--- config.mk ---
export PLATFORM = sky130hd
export DESIGN_NAME = board_eval
export DESIGN_NICKNAME = d
export VERILOG_FILES = /design/src/rtl/chess_pkg.sv /design/src/rtl/piece_value.sv /design/src/rtl/board_eval.sv
export SDC_FILE = /design/constraint.sdc
export NUM_CORES = 1
export LEC_CHECK = 0
export CORE_MARGIN = 2
export CORE_UTILIZATION = 50
export DETAILED_ROUTE_END_ITERATION = 16
export PLACE_DENSITY = 0.73
export SETUP_SLACK_MARGIN = 0.3
export SLEW_MARGIN = 20
export SYNTH_ARGS = -nofsm -noshare
export SYNTH_HDL_FRONTEND = slang
export SYNTH_SLANG_ARGS = --single-unit
--- constraint.sdc ---
create_clock -name clk -period 6.5 [get_ports clk]
set_input_delay 1.625 -clock clk [delete_from_list [all_inputs] [get_ports clk]]
set_output_delay 1.625 -clock clk [all_outputs]
set_load 0.01 [all_outputs]
--- src/rtl/chess_pkg.sv ---
// chess_pkg: shared constants and types for the board evaluator.
//   - piece-code magnitude ranges and material values
//   - slave register offsets
//   - evaluator FSM state type
package chess_pkg;

  // Upper bound of each piece-code magnitude band (lower bound is previous + 1)
  localparam logic [7:0] PAWN_MAX   = 8'd8;
  localparam logic [7:0] ROOK_MAX   = 8'd18;
  localparam logic [7:0] KNIGHT_MAX = 8'd28;
  localparam logic [7:0] BISHOP_MAX = 8'd38;
  localparam logic [7:0] QUEEN_MAX  = 8'd47;
  localparam logic [7:0] KING_CODE  = 8'd48;

  localparam logic signed [7:0] PAWN_VAL   = 8'sd1;
  localparam logic signed [7:0] ROOK_VAL   = 8'sd5;
  localparam logic signed [7:0] KNIGHT_VAL = 8'sd3;
  localparam logic signed [7:0] BISHOP_VAL = 8'sd3;
  localparam logic signed [7:0] QUEEN_VAL  = 8'sd9;
  localparam logic signed [7:0] KING_VAL   = 8'sd0;

  localparam logic [3:0] REG_CTRL   = 4'd0;
  localparam logic [3:0] REG_SRC    = 4'd1;
  localparam logic [3:0] REG_COUNT  = 4'd2;
  localparam logic [3:0] REG_RESULT = 4'd3;
  localparam logic [3:0] REG_SCORE  = 4'd4;

  localparam logic [31:0] NO_INDEX  = 32'hFFFF_FFFF;
  localparam logic [31:0] MIN_SCORE = 32'h8000_0000;

  typedef enum logic [2:0] {
    IDLE    = 3'd0,
    RD_REQ  = 3'd1,
    RD_WAIT = 3'd2,
    ACCUM   = 3'd3,
    WR_REQ  = 3'd4,
    NEXT    = 3'd5,
    DONE    = 3'd6
  } state_t;

endpackage

--- src/rtl/piece_value.sv ---
// piece_value: combinational decoder from a signed 8-bit piece code to its
// signed material value (white positive, black negative).
//   code  in  8  piece code read from the board
//   value out 8  signed material value
module piece_value
  import chess_pkg::*;
(
  input  logic        [7:0] code,
  output logic signed [7:0] value
);

  logic        [7:0] mag;
  logic signed [7:0] base;

  always_comb begin
    // 0x80 negates to itself, lands above KING_CODE and so decodes to 0
    mag = code[7] ? (~code + 8'd1) : code;
    if (mag == 8'd0 || mag > KING_CODE) base = 8'sd0;
    else if (mag <= PAWN_MAX)           base = PAWN_VAL;
    else if (mag <= ROOK_MAX)           base = ROOK_VAL;
    else if (mag <= KNIGHT_MAX)         base = KNIGHT_VAL;
    else if (mag <= BISHOP_MAX)         base = BISHOP_VAL;
    else if (mag <= QUEEN_MAX)          base = QUEEN_VAL;
    else                                base = KING_VAL;
    value = code[7] ? (8'sd0 - base) : base;
  end

endmodule

--- src/rtl/board_eval.sv ---
// board_eval: reads N chess boards (64 bytes each) from SDRAM, writes one
// 32-bit material score per board and tracks the best-scoring board.
//   clk, rst_n            clock, async active-low reset
//   slave_*               CPU register port (start, config, results)
//   master_*              SDRAM port, one outstanding read at a time
module board_eval
  import chess_pkg::*;
(
  input  logic        clk,
  input  logic        rst_n,
  output logic        slave_waitrequest,
  input  logic [3:0]  slave_address,
  input  logic        slave_read,
  output logic [31:0] slave_readdata,
  input  logic        slave_write,
  input  logic [31:0] slave_writedata,
  input  logic        master_waitrequest,
  output logic [31:0] master_address,
  output logic        master_read,
  input  logic [31:0] master_readdata,
  input  logic        master_readdatavalid,
  output logic        master_write,
  output logic [31:0] master_writedata
);

  state_t            state;
  logic [31:0]       src_base;
  logic [31:0]       board_count;
  logic [31:0]       result_base;
  logic [31:0]       best_idx;
  logic [31:0]       best_score;
  logic [31:0]       accum;
  logic [31:0]       rd_addr;
  logic [31:0]       wr_addr;
  logic [31:0]       board;
  logic [5:0]        square;
  logic [7:0]        piece;
  logic signed [7:0] piece_val;
  logic              done_flag;
  logic              start;
  logic              cfg_open;
  logic              results_ready;
  logic              unused_rdata;

  assign unused_rdata = ^master_readdata[31:8];

  piece_value u_piece_value (
    .code  (piece),
    .value (piece_val)
  );

  assign cfg_open      = (state == IDLE) || (state == DONE);
  assign start         = slave_write && (slave_address == REG_CTRL) && (state == IDLE);
  // done_flag keeps address-0 reads non-stalling after DONE has returned to IDLE
  assign results_ready = (state == DONE) || ((state == IDLE) && done_flag);

  assign slave_waitrequest = slave_read && (slave_address == REG_CTRL) && !results_ready;

  always_comb begin
    slave_readdata = '0;
    if (slave_read && !slave_waitrequest) begin
      case (slave_address)
        REG_CTRL:   slave_readdata = best_idx;
        REG_SRC:    slave_readdata = src_base;
        REG_COUNT:  slave_readdata = board_count;
        REG_RESULT: slave_readdata = result_base;
        REG_SCORE:  slave_readdata = best_score;
        default:    slave_readdata = '0;
      endcase
    end
  end

  // Request lines come straight from the state, so they stay stable while stalled
  assign master_read      = (state == RD_REQ);
  assign master_write     = (state == WR_REQ);
  assign master_address   = (state == RD_REQ) ? rd_addr :
                            (state == WR_REQ) ? wr_addr : '0;
  assign master_writedata = (state == WR_REQ) ? accum : '0;

  always_ff @(posedge clk or negedge rst_n) begin
    if (!rst_n) begin
      state       <= IDLE;
      src_base    <= '0;
      board_count <= '0;
      result_base <= '0;
      best_idx    <= NO_INDEX;
      best_score  <= '0;
      accum       <= '0;
      rd_addr     <= '0;
      wr_addr     <= '0;
      board       <= '0;
      square      <= '0;
      piece       <= '0;
      done_flag   <= 1'b0;
    end else begin
      if (slave_write && cfg_open) begin
        case (slave_address)
          REG_SRC:    src_base    <= slave_writedata;
          REG_COUNT:  board_count <= slave_writedata;
          REG_RESULT: result_base <= slave_writedata;
          default:    ;
        endcase
      end

      case (state)
        IDLE: begin
          if (start) begin
            best_idx   <= NO_INDEX;
            best_score <= MIN_SCORE;
            done_flag  <= (board_count == '0);
            accum      <= '0;
            rd_addr    <= src_base;
            wr_addr    <= result_base;
            board      <= '0;
            square     <= '0;
            state      <= (board_count == '0) ? DONE : RD_REQ;
          end
        end
        RD_REQ: begin
          if (!master_waitrequest) state <= RD_WAIT;
        end
        RD_WAIT: begin
          if (master_readdatavalid) begin
            piece <= master_readdata[7:0];
            state <= ACCUM;
          end
        end
        ACCUM: begin
          accum   <= accum + {{24{piece_val[7]}}, piece_val};
          rd_addr <= rd_addr + 32'd1;
          square  <= square + 6'd1;
          state   <= (square == 6'd63) ? WR_REQ : RD_REQ;
        end
        WR_REQ: begin
          if (!master_waitrequest) state <= NEXT;
        end
        NEXT: begin
          // Strict compare keeps the lowest index on ties; MIN_SCORE is unreachable
          if ($signed(accum) > $signed(best_score)) begin
            best_score <= accum;
            best_idx   <= board;
          end
          accum   <= '0;
          board   <= board + 32'd1;
          wr_addr <= wr_addr + 32'd4;
          if (board != board_count - 32'd1) begin
            state <= RD_REQ;
          end else begin
            state     <= DONE;
            done_flag <= 1'b1;
          end
        end
        DONE: begin
          if (slave_read && (slave_address == REG_CTRL)) state <= IDLE;
        end
        default: state <= IDLE;
      endcase
    end
  end

endmodule
==> reports/results.tsv <==
metric	value	unit
cts_tree	yes	
vdd_ir_drop_max	0.231	mV
critPathMaxFanout	33	
initial_core_util	0.509	
drc	0	
post-route-period-util	0.888	
end_kind	output pin	
cts_hold_buf	0	
fp.dieArea	0.0388	mm²
p_leak	9.22	nW
synthTopCellsByCount	dfrtp_1, nand2_1, o21ai_0	
htree_levels	2	
grt_max_degree	143	
combPwrFrac	0.445	
drv_slew	0	
synthArstFlopShare	1.00	
p_switching	0.00464	W
seq_power_share	0.350	
dp_hpwl	40.2	mm
dr.pass1.iters	8	
clkTransAtPathRegs	60	ps
power.total	0.0108	W
nFillCells	3072	
holdWs	476	ps
setup-tns-final	0	ps
drive_gt1_frac	0.120	
final_nets	2253	
sw_frac_of_total	0.431	
die_h	197	µm
ys.flop_type	dfrtp_1	
rsz0062_at_grt	no	
crit_required	4880	ps
multi_input_area	0.0102	mm²
fmax	173	MHz
cts_resized	0	
syn-cell-area	0.0186	mm²
clkPwrFrac	0.205	
finalHoldViolCount	0	
seqCellArea	0.00770	mm²
fin_ws	731	ps
dp_slack	790	ps
fp.coreArea	0.0366	mm²
setup_violations	0	
cpMostUsedCell	clkdlybuf4s50_1	
via_per_inst	6.37	
io_pins	173	
status	complete, no violations	
critPathLaunchType	input pin	
period_needed	5770	ps
p_int	0.00613	W
grt_usage	0.291	
antenna_found_initial	0	
routabilityCongestion	0.898	
p_per_area	497	mW/mm²
yosysMostFrequentCell	dfrtp_1	
cts_root_buffer	clkbuf_16	
slew_headroom	0.268	
maxCapViolations	0	
min_path_type	flip-flop to flip-flop	
worst_clock_skew	32.2	ps
synth_top_area_frac	0.368	
synth_area_leaders	dfrtp_1, mux2_2, nand2_1	
clock-sinks	306	
arrival	4140	ps
syn-instance-count	2026	
cts_setup_buffers	0	
gr-total-overflow	0	
syn2layout_area_growth	16.4	%
worstMarginPinSlew	1100	ps
cts_buffers	36	
final_cell_area	0.0217	mm²
crit_chain	clkdlybuf4s50_1 -> nor4bb_4 -> buf_4 -> a22oi_1 -> a21oi_1 -> clkdlybuf4s50_1	
avgSynthCellArea	9.19	µm²
clk_latency	530	ps
synth_edf_count	0	
dieWidth	197	µm
rows	70	
dr_total_vias	16500	
routedWlPerCell	21.7	µm
cp_slowest_cell	clkdlybuf4s50_1	
ant_nets	0	
synthDistinctLibCells	79	
grt_pass1_vias	15900	
max_stage_delay	650	ps
wirelength	56.3	mm
dpl_cell_area	0.0204	mm²
ys_ff_latch	306	
diodes	0	
clock_path_buffers	3	
drtIter0Drc	1770	
r2r_slack	1220	ps
synth_fp_nets	2175	
worstSetupPathType	input pin to output pin	
io_buffers	148	
yosysTopAreaCell	dfrtp_1	
synth_warnings	0	
grt_pass1_wl	88.9	mm
synth-seq-area-share	0.413	
==> through the flow <==
| step | std cells | utilization |
|---|---|---|
| after global placement | 2534 | 0.556 |
| after floorplan | 2026 | - |
| after detailed placement | 2534 | 0.556 |
| after CTS | 2599 | 0.592 |
| final | 2599 | 0.592 |
| after global routing | 2599 | 0.592 |
==> worst max-delay path, delay by kind of cell <==
kind / cells / cell delay, ps
AND/OR/NAND/NOR: 1 / 340
AO/OA/AOI/OAI: 2 / 470
buffers and inverters: 3 / 1680
==> power by group through the flow <==
stage | Combinational, W | Sequential (W) | Clock [W]
3_3_place_gp | 0.00460 | 0.00370 | 0
2_1_floorplan | 0.00379 | 0.00321 | 0
4_1_cts | 0.00478 | 0.00371 | 0.00223
6_report | 0.00480 | 0.00377 | 0.00221
3_5_place_dp | 0.00476 | 0.00373 | 0
5_1_grt | 0.00536 | 0.00387 | 0.00231
==> layout make-up <==
type / count / share of cell area
Multi-Input combinational cell: 1528 / 0.469
Sequential cell: 306 / 0.355
Timing Repair Buffer: 173 / 0.0778
Clock buffer: 45 / 0.0474
Tap cell: 468 / 0.0270
Clock inverter: 20 / 0.0130
Inverter: 59 / 0.0102
==> per-layer routing <==
metal	GRT usage	share of wire
met1	0.410	0.42
met3	0.0554	0.096
met4	0.110	0.034
met2	0.447	0.45
met5	0	0
==> cell families (layout without fill, tap and decap cells) <==
family | count (synthesis) | after routing | synth area share
buf+inv | 192 | 297 | 0.0446
compound gates | 569 | 569 | 0.204
xor+xnor | 74 | 74 | 0.0348
simple gates | 689 | 689 | 0.181
flops | 306 | 306 | 0.413
mux | 121 | 121 | 0.0720
fa+ha+maj | 75 | 75 | 0.0508
==> registers in the layout, indices dropped and copies added, names as in the netlist <==
signal and count:
best_idx 32, board 32, wr_addr 32, src_base 32, board_count 32, piece 8, state 3, best_score 32
done_flag 1, rd_addr 32, accum 32, result_base 32, square 6
==> path summary, 6_finish.rpt <==
kind	cells after the start	startpoint	end
min	2	wr_addr[0]$_DFFE_PN0P_	wr_addr[0]$_DFFE_PN0P_
min in group asynchronous	1	rst_n	result_base[1]$_DFFE_PN0P_
min reg2reg	2	wr_addr[0]$_DFFE_PN0P_	wr_addr[0]$_DFFE_PN0P_
max in group asynchronous	2	rst_n	wr_addr[31]$_DFFE_PN0P_
max reg2reg	21	piece[1]$_DFFE_PN0P_	accum[31]$_DFFE_PN0P_
max	6	slave_address[0]	slave_readdata[18]
==> layout by cell type, fill, tap and decap left out, types with 10 or more instances in the layout <==
| cell type | count |
|---|---|
| xnor2_1 | 37 |
| a22o_1 | 37 |
| a222oi_1 | 32 |
| ha_1 | 74 |
| mux2i_1 | 18 |
| and2_1 | 46 |
| nand4_1 | 32 |
| buf_4 | 24 |
| and3_1 | 27 |
| a211oi_1 | 12 |
| clkdlybuf4s50_1 | 147 |
| a21oi_1 | 108 |
| a221o_1 | 10 |
| xor2_1 | 37 |
| o211ai_1 | 26 |
| nor4_1 | 17 |
| inv_1 | 58 |
| nand2_1 | 248 |
| a21o_1 | 25 |
| nor3_1 | 35 |
| nand3_1 | 87 |
| o21bai_1 | 10 |
| nor2_1 | 125 |
| mux2_2 | 103 |
| clkbuf_16 | 38 |
| a22oi_1 | 38 |
| dfstp_2 | 32 |
| a31oi_1 | 20 |
| o31ai_1 | 43 |
| o21ai_0 | 156 |
| dfrtp_1 | 274 |
Power figures use the tool's default switching activity.
